===== src/rtl/shift_unit_arbiter_pkg.sv =====
// ============================================================================
// Module      : shift_unit_arbiter_pkg
// Description : Shared widths, limits and helpers for the shift-unit arbiter.
// Revision    : 1.0 - initial release
// ============================================================================
`default_nettype none

package shift_unit_arbiter_pkg;

    localparam int          SHIFT_DATA_W = 16;
    localparam int          SHIFT_AMT_W  = 4;
    localparam logic [15:0] BUSY_CNT_MAX = 16'hFFFF;

    // Saturating increment for the accepted-request counter
    function automatic logic [15:0] sat_inc(input logic [15:0] v);
        return (v == BUSY_CNT_MAX) ? v : v + 16'd1;
    endfunction

endpackage

`default_nettype wire


===== src/rtl/barrel_shifter_16bit.sv =====
// ============================================================================
// Module      : barrel_shifter_16bit
// Description : Combinational 16-bit logical left shifter, amount ctrl[3:0].
// Revision    : 1.0 - initial release
// ============================================================================
`default_nettype none

module barrel_shifter_16bit (
    input  logic [15:0] in,
    input  logic [3:0]  ctrl,
    output logic [15:0] out
);

    logic [4:0][15:0] stg;

    assign stg[0] = in;

    // Stage s shifts by 2**s when ctrl[s] is set; bits past bit 15 drop off
    for (genvar s = 0; s < 4; s++) begin : g_stage
        assign stg[s+1] = ctrl[s] ? (stg[s] << (2 ** s)) : stg[s];
    end

    assign out = stg[4];

endmodule

`default_nettype wire


===== src/rtl/shift_unit_arbiter_rr.sv =====
// ============================================================================
// Module      : rr_arbiter
// Description : Combinational round-robin arbiter; search starts at ptr.
// Revision    : 1.0 - initial release
// ============================================================================
`default_nettype none

module rr_arbiter #(
    parameter int N     = 2,
    parameter int IDX_W = 1
) (
    input  logic [N-1:0]     req,
    input  logic [IDX_W-1:0] ptr,
    input  logic             en,
    output logic [N-1:0]     grant,
    output logic [IDX_W-1:0] grant_idx
);

    logic found;
    int   j;

    always_comb begin
        grant     = '0;
        grant_idx = '0;
        found     = 1'b0;
        j         = 0;
        if (en) begin
            for (int k = 0; k < N; k++) begin
                j = int'(ptr) + k;
                if (j >= N) begin
                    j = j - N;
                end
                if (!found && req[j]) begin
                    found     = 1'b1;
                    grant[j]  = 1'b1;
                    grant_idx = IDX_W'(j);
                end
            end
        end
    end

endmodule

`default_nettype wire


===== src/rtl/shift_unit_arbiter.sv =====
// ============================================================================
// Module      : shift_unit_arbiter
// Description : Round-robin sharing of one barrel shifter with a registered,
//               ID-tagged valid/ready response stage.
// Revision    : 1.0 - initial release
// ============================================================================
`default_nettype none

module shift_unit_arbiter
    import shift_unit_arbiter_pkg::*;
#(
    parameter int NUM_REQ = 2,
    parameter int ID_W    = 1
) (
    input  logic                            clk,
    input  logic                            rst_n,
    input  logic [NUM_REQ-1:0]              req_valid,
    input  logic [SHIFT_DATA_W*NUM_REQ-1:0] req_data,
    input  logic [SHIFT_AMT_W*NUM_REQ-1:0]  req_amt,
    output logic [NUM_REQ-1:0]              req_ready,
    output logic                            rsp_valid,
    output logic [SHIFT_DATA_W-1:0]         rsp_data,
    output logic [ID_W-1:0]                 rsp_id,
    input  logic                            rsp_ready,
    output logic [15:0]                     busy_cnt
);

    logic [NUM_REQ-1:0]      grant;
    logic [ID_W-1:0]         grant_idx;
    logic                    stage_free;
    logic                    accept;
    logic [SHIFT_DATA_W-1:0] sel_data;
    logic [SHIFT_AMT_W-1:0]  sel_amt;
    logic [SHIFT_DATA_W-1:0] shift_out;

    logic                    rsp_valid_q, rsp_valid_d;
    logic [SHIFT_DATA_W-1:0] rsp_data_q,  rsp_data_d;
    logic [ID_W-1:0]         rsp_id_q,    rsp_id_d;
    logic [ID_W-1:0]         ptr_q,       ptr_d;
    logic [15:0]             busy_cnt_q,  busy_cnt_d;

    // The stage can load whenever it is empty or its content retires this cycle
    assign stage_free = ~rsp_valid_q | rsp_ready;

    rr_arbiter #(
        .N     (NUM_REQ),
        .IDX_W (ID_W)
    ) u_arb (
        .req       (req_valid),
        .ptr       (ptr_q),
        .en        (stage_free),
        .grant     (grant),
        .grant_idx (grant_idx)
    );

    assign req_ready = grant;
    assign accept    = |grant;

    always_comb begin
        sel_data = '0;
        sel_amt  = '0;
        for (int i = 0; i < NUM_REQ; i++) begin
            if (grant[i]) begin
                sel_data = sel_data | req_data[i*SHIFT_DATA_W +: SHIFT_DATA_W];
                sel_amt  = sel_amt  | req_amt[i*SHIFT_AMT_W +: SHIFT_AMT_W];
            end
        end
    end

    barrel_shifter_16bit u_shift (
        .in   (sel_data),
        .ctrl (sel_amt),
        .out  (shift_out)
    );

    always_comb begin
        rsp_valid_d = rsp_valid_q;
        rsp_data_d  = rsp_data_q;
        rsp_id_d    = rsp_id_q;
        ptr_d       = ptr_q;
        busy_cnt_d  = busy_cnt_q;
        if (accept) begin
            rsp_valid_d = 1'b1;
            rsp_data_d  = shift_out;
            rsp_id_d    = grant_idx;
            ptr_d       = (grant_idx == ID_W'(NUM_REQ - 1)) ? '0 : grant_idx + ID_W'(1);
            busy_cnt_d  = sat_inc(busy_cnt_q);
        end else if (rsp_ready) begin
            rsp_valid_d = 1'b0;
        end
    end

    always_ff @(posedge clk or negedge rst_n) begin
        if (!rst_n) begin
            rsp_valid_q <= 1'b0;
            rsp_data_q  <= '0;
            rsp_id_q    <= '0;
            ptr_q       <= '0;
            busy_cnt_q  <= '0;
        end else begin
            rsp_valid_q <= rsp_valid_d;
            rsp_data_q  <= rsp_data_d;
            rsp_id_q    <= rsp_id_d;
            ptr_q       <= ptr_d;
            busy_cnt_q  <= busy_cnt_d;
        end
    end

    assign rsp_valid = rsp_valid_q;
    assign rsp_data  = rsp_data_q;
    assign rsp_id    = rsp_id_q;
    assign busy_cnt  = busy_cnt_q;

endmodule

`default_nettype wire

===== config.mk =====
export PLATFORM = sky130hd
export DESIGN_NAME = shift_unit_arbiter
export DESIGN_NICKNAME = d
export VERILOG_FILES = /design/src/rtl/shift_unit_arbiter_pkg.sv /design/src/rtl/barrel_shifter_16bit.sv /design/src/rtl/shift_unit_arbiter_rr.sv /design/src/rtl/shift_unit_arbiter.sv
export SDC_FILE = /design/constraint.sdc
export NUM_CORES = 1
export LEC_CHECK = 0
export CAP_MARGIN = 20
export CORE_ASPECT_RATIO = 0.7
export CORE_MARGIN = 5
export CORE_UTILIZATION = 35
export CTS_CLUSTER_DIAMETER = 120
export DETAILED_ROUTE_END_ITERATION = 8
export GPL_TIMING_DRIVEN = 1
export SYNTH_ARGS = -nofsm -noshare
export SYNTH_HDL_FRONTEND = slang
export SYNTH_HIERARCHICAL = 1
export SYNTH_SLANG_ARGS = --single-unit

===== constraint.sdc =====
create_clock -name clk -period 3.5 [get_ports clk]
set_input_delay 0.7 -clock clk [delete_from_list [all_inputs] [get_ports clk]]
set_output_delay 0.7 -clock clk [all_outputs]
set_load 0.01 [all_outputs]

==> results.md, run 1 <==
- # resized after CTS: 0
- Clock H-tree levels: 2
- Slew @ Worst Pin: around 0.52 ns
- Critical-path cell list: clkdlybuf4s50_1, nand2b_1, nand2_1, a21oi_2, buf_4, buf_4, clkdlybuf4s50_1
- Site Rows: 25
- Synthesized area: roughly 2500 sq um
- Synthesized flop and latch total: 35
- CP max stage cell: clkdlybuf4s50_1
- Status: complete, no violations
- Biggest area consumer among synthesized cells: dfrtp_1
- Die area: 8860 sq um
- EDFF count, synth: 0
- Fraction of layout cells with a size suffix above 1: about 17%
- Clock Skews: 0.00706 ns
- Cells after DPL: 422
- Detailed-placement wirelength estimate: 5.74 mm
- Non-filler cells, final: 430
- 1st-pass router iterations: 4
- Relative slew slack: ~65%
- Max Root-Sink Buffers: 2
- Final Cell Area: between 3000 and 4000 sq um
- Port Buf Inserts: 80
- Delay of the slowest critical-path stage: around 0.55 ns
- Cells after Synth: 249
- Startpoint types: input port
- Final Critical Period: 3.22 ns
- Top cells by area, synth: dfrtp_1 35%, mux2_2 10%, a22o_1 7.1%
- Worst-path maximum fanout: 14
- Initial antenna violation count: 0
- Chip width: 110 microns
- Setup TNS: 0 ns
- Arrival @ worst endpoint: 2.52 ns
- Synth Net Count: around 300
- Avg Inst Size Synth: 9.91 sq um
- Iter 0 DRT Violations: 209
- Root Driver: clkbuf_8
- Synth cell count leaders: 35 x dfrtp_1, 22 x mux2_2, 20 x a22o_1
- First-pass GRT wire length: 11.5 mm
- DRC Markers: 0
- Top_reg_cell synth: dfrtp_1
- Final Hold Fails: 0
- Final period util: 92.1%
- Antenna diodes: 0
- Leakage power: 1.42 nW
- Num CTS Buffers: 5
- Register area share after synthesis: 35.5%
- Worst-skew pair later-pin latency: ~0.28 ns
- Routability cong.: 0.905
- RSZ-0062 raised after global routing: no
- Die Span Y: approximately 80 microns
- WL per Instance: roughly 16 microns
- CP Capture Type: output port
- Fin. max-slew vios: 0
- Placed cell area: between 3000 and 4000 sq um
- Post-CTS setup buffer count: 0
- Initial Util: 36.2%
- CP Class: input port to output port
- Gr usage total: 16.5%
- Antenna Nets Post-Route: 0
- Fin nets: between 300 and 400
- Largest net degree at the start of global routing: 36
- Vias in the first global route: 2236
- Hold buffer count at CTS: 0
- VDD IR-drop max: 0.000316 V
- CP required: 2.80 ns
- Core Area: about 7000 sq um
- DR vias/cell: 5.40
- Max-cap violations: 0
- Power Dens Cells: 584 nW/um^2
- CTS tree: built
- Endpoints failing setup: 0
- Share of the synthesized area in the top cell type: 35.5%
- IO Pins: 81
- Async SR Flop Fraction: 100%
- Reg clk slew, reported paths: 0.07 ns
- GR Overflow Total: 0
- Area Overhead vs Synth: 43.5%
- Cell with the most instances after synthesis: dfrtp_1
- Hold Path Class: register to register
- Final WL: 7.06 mm
- Vias: around 2300
- Total power: 2.07 mW
- Clock sinks: 35
- Fmax: 0.310 GHz
- Synth warn: 6
- Post-synth cell types: 52
## worst max-delay path: cells and delay by family
kind,cells,cell delay (ns)
buffers and inverters,4,1.40
AOI/OAI and AO/OA,1,0.17
and+or+nand+nor,2,0.24
## flip-flops by register name, indices dropped and copies added (netlist names)
register,count
rsp_id,1
ptr_q,1
busy_cnt,16
rsp_valid,1
rsp_data,16
## layout make-up
cell class / count / area (sq um)
clock buffers: 8 / 100
multi-input cells: 190 / 1490
flip-flops and latches: 35 / 876
repair buffers: 96 / 933
well taps: 94 / 118
inverters: 7 / 26.3
fillers: 654 / 3280
## layer usage
metal / vias to the layer above / track usage [%] / share of wire (%) / routed length [microns]
met3: 6 / 3.45 / 6.6 / 463
met4: 0 / 2.58 / 0.59 / 42
li1: 1117 / - / - / -
met1: 1119 / 25.1 / 49 / 3470
met5: - / 0 / 0 / 0
met2: 79 / 24.3 / 44 / 3090
## logic make-up after synthesis
logic type | after synthesis | share of synthesized area, %
AND/OR/NAND/NOR | 76 | 17.1
AO/OA/AOI/OAI | 58 | 17.8
multiplexers | 46 | 21.2
flip-flops | 35 | 35.5
buffers and inverters | 24 | 4.61
XOR/XNOR | 9 | 3.19
adder cells (fa/ha/maj) | 1 | 0.507
## worst paths after layout
kind	to	slack (ns)	start	depth (start not counted)
max reg2reg	rsp_data[15]	0.98	rsp_valid	10
max in group asynchronous	rsp_data[5]	2.35	rst_n	2
min reg2reg	rsp_id	0.49	rsp_id	1
min in group asynchronous	busy_cnt[12]	0.82	rst_n	2
max	req_ready[1]	0.28	rsp_ready	7
min	rsp_id	0.49	rsp_id	1
## per-stage QoR
stage	hold slack [ns]	setup WS, ns	util (%)
floorplan	0.404	0.362	-
global placement	0.485	0.170	50.5
detailed placement	0.482	0.163	50.5
CTS	0.499	0.257	51.9
global route	0.523	0.182	51.9
finish	0.492	0.275	51.9
## power breakdown
part	internal (mW)	switching, mW	leakage, nW
logic	0.592	0.484	0.930
registers	0.539	0.135	0.435
clock network	0.180	0.141	0.0515
total	1.31	0.759	1.42
## layout by cell type (no fill, tap or decap), drive strengths merged, types with 9 or more instances in the layout
cell type,count
clkdlybuf4s50,80
dfrtp,35
mux2,28
a22o,20
nand2,17
mux2i,16
buf,16
nor2,10
nor3,9
a21oi,9
Note: power is estimated with default switching activity, not from simulation.
==> inputs of run 2 (changes only) <==
- ABC_AREA: not set -> 1
- REMOVE_ABC_BUFFERS: not set -> 1
==> results.md, run 2 <==
- Antenna diodes: 0
- Reg clk slew, reported paths: roughly 0.070 ns
- Family with the most delay on the worst path: buffers and inverters
- DR vias/cell: just under 5
- CP Capture Type: output port
- GR Overflow Total: 0
- Synthesized area: 2630 sq um
- Detailed-placement wirelength estimate: roughly 6.0 mm
- Port Buf Inserts: 80
- Async SR Flop Fraction: 100%
- Post-synth cell types: 28
- CP max stage cell: clkdlybuf4s50_1
- Final Critical Period: 3.09 ns
- Fin nets: 532
- CP required: 2.80 ns
- Vias in the first global route: 2650
- Site Rows: 26
- Max Root-Sink Buffers: 2
- Root Driver: clkbuf_8
- Area Overhead vs Synth: 36.8%
- First-pass GRT wire length: 12.9 mm
- Total power: just under 2 mW
- Gr usage total: 16.9%
- Max-cap violations: 0
- Chip width: 114 microns
- Synthesized flop and latch total: 35
- Final Cell Area: 3590 sq um
- Die Span Y: 82.5 microns
- EDFF count, synth: 0
- Clock Skews: between 0.002 and 0.0025 ns
- Most common cell after layout, fill and taps aside: nand2_1
- Final Hold Fails: 0
- Fin. max-slew vios: 0
- Final WL: roughly 7.6 mm
- Final period util: about nine tenths
- Avg Inst Size Synth: about 6.5 sq um
- Clock sinks: 35
- IO Pins: 81
- CTS tree: built
- DRC Markers: 0
- R2R Setup Slk: 1.21 ns
- Die area: 9370 sq um
- Critical-path cell list: clkdlybuf4s50_1, inv_1, nand2_1, nand2_1, a21oi_2, clkdlybuf4s50_1
- Slew @ Worst Pin: 0.485 ns
- Synth cell count leaders: 205 x nand2_1, 48 x nand3_1, 35 x dfrtp_1
- Hold Path Class: register to register
- Relative slew slack: 67.6%
- Iter 0 DRT Violations: 167
- Routability cong.: approximately 0.9
- Status: complete, no violations
- CP Class: input port to output port
- Leakage power: 1.70 nW
- Fraction of layout cells with a size suffix above 1: 7.39%
- Setup TNS: 0 ns
- Post-CTS setup buffer count: 0
- Synth warn: 6
- VDD IR-drop max: 0.000260 V
- Startpoint types: input port
- Worst path buffer plus inverter count: 3
- Commonest non-fill, non-tap cells in the layout: 205 x nand2_1, 80 x clkdlybuf4s50_1, 48 x nand3_1
- Num CTS Buffers: 5
- Top cells by area, synth: dfrtp_1 33%, nand2_1 29%, nand3_1 9.1%
- Top_reg_cell synth: dfrtp_1
- Vias: 2856
- RSZ-0062 raised after global routing: no
- 1st-pass router iterations: 4
- Power Dens Cells: approximately 540 nW/um^2
- Endpoints failing setup: 0
- Initial Util: 35.9%
- Worst-skew pair later-pin latency: 0.28 ns
- Core Area: between 7000 and 8000 sq um
- WL per Instance: 12.9 microns
- Cells after Synth: 407
- Biggest area consumer among synthesized cells: dfrtp_1
- Initial antenna violation count: 0
- Worst-path maximum fanout: 8
- Register area share after synthesis: 33.3%
- Largest net degree at the start of global routing: 36
- Arrival @ worst endpoint: 2.39 ns
- Clock H-tree levels: 2
- # resized after CTS: 0
- Delay of the slowest critical-path stage: 0.63 ns
- Final hold slack: 0.483 ns
- Cell with the most instances after synthesis: nand2_1
- Hold buffer count at CTS: 0
- Placed cell area: 3510 sq um
- Antenna Nets Post-Route: 0
- Fmax: 0.324 GHz
- Share of the synthesized area in the top cell type: 33.3%
-- run 2: worst reg2reg max path, cell delays in order (launching register included) --
cell     delay [ns]
dfrtp_1        0.38
nand2_1        0.11
nand2_1        0.09
a21oi_2        0.38
buf_4          0.25
a22o_1         0.25
inv_2          0.18
nand3_1        0.19
nand3_1        0.11
nand2_1        0.08
nand2_1        0.05
nand2_1        0.07
nand2_1        0.05
nand2_1        0.06
-- run 2: routing by layer --
| metal | global-route usage [%] | vias to the layer above | part of all wire, % |
|---|---|---|---|
| met5 | 0 | - | 0 |
| met4 | 2.16 | 0 | 0.24 |
| met3 | 3.71 | 2 | 6.6 |
| met2 | 23.9 | 75 | 41 |
| met1 | 26.5 | 1308 | 52 |
| li1 | - | 1471 | - |
-- run 2: layout make-up --
cell class,instances,area [sq um]
timing repair buffer,91,883
inverter,17,68.8
multi-input combinational,336,1560
fill,763,3720
clock inverter,1,5.00
tap,98,123
sequential,35,876
clock buffer,7,76.3
-- run 2: report_power, final --
part           switching (mW)  internal, mW  total (mW)
Combinational           0.549         0.476        1.03
Sequential              0.111         0.526       0.638
Clock                   0.147         0.140       0.286
Total                   0.807          1.14        1.95
-- run 2: cell families after synthesis --
| group | after synthesis | share of synthesized area [%] |
|---|---|---|
| adders and majority gates | 1 | 0.476 |
| buffers and inverters | 36 | 7.48 |
| DFF | 35 | 33.3 |
| AOI/OAI and AO/OA | 31 | 8.76 |
| xor gates and xnor gates | 7 | 2.33 |
| and+or+nand+nor | 297 | 47.6 |
-- run 2: worst paths after layout --
check | cells past startpoint | startpoint | end
setup / recovery | 6 | rsp_ready | req_ready[1]
max in group asynchronous | 2 | rst_n | rsp_data[4]
hold reg to reg | 2 | rsp_id | rsp_id
setup reg to reg | 13 | rsp_valid | rsp_data[15]
hold / removal | 2 | rsp_id | rsp_id
min in group asynchronous | 2 | rst_n | busy_cnt[14]
-- run 2: per-stage QoR --
step	utilization (%)	std cells	setup WS (ns)
floorplan	-	388	0.189
global placement	48.0	577	0.443
detailed placement	48.0	577	0.404
CTS	49.1	585	0.405
global route	49.1	585	0.280
finish	49.1	585	0.415
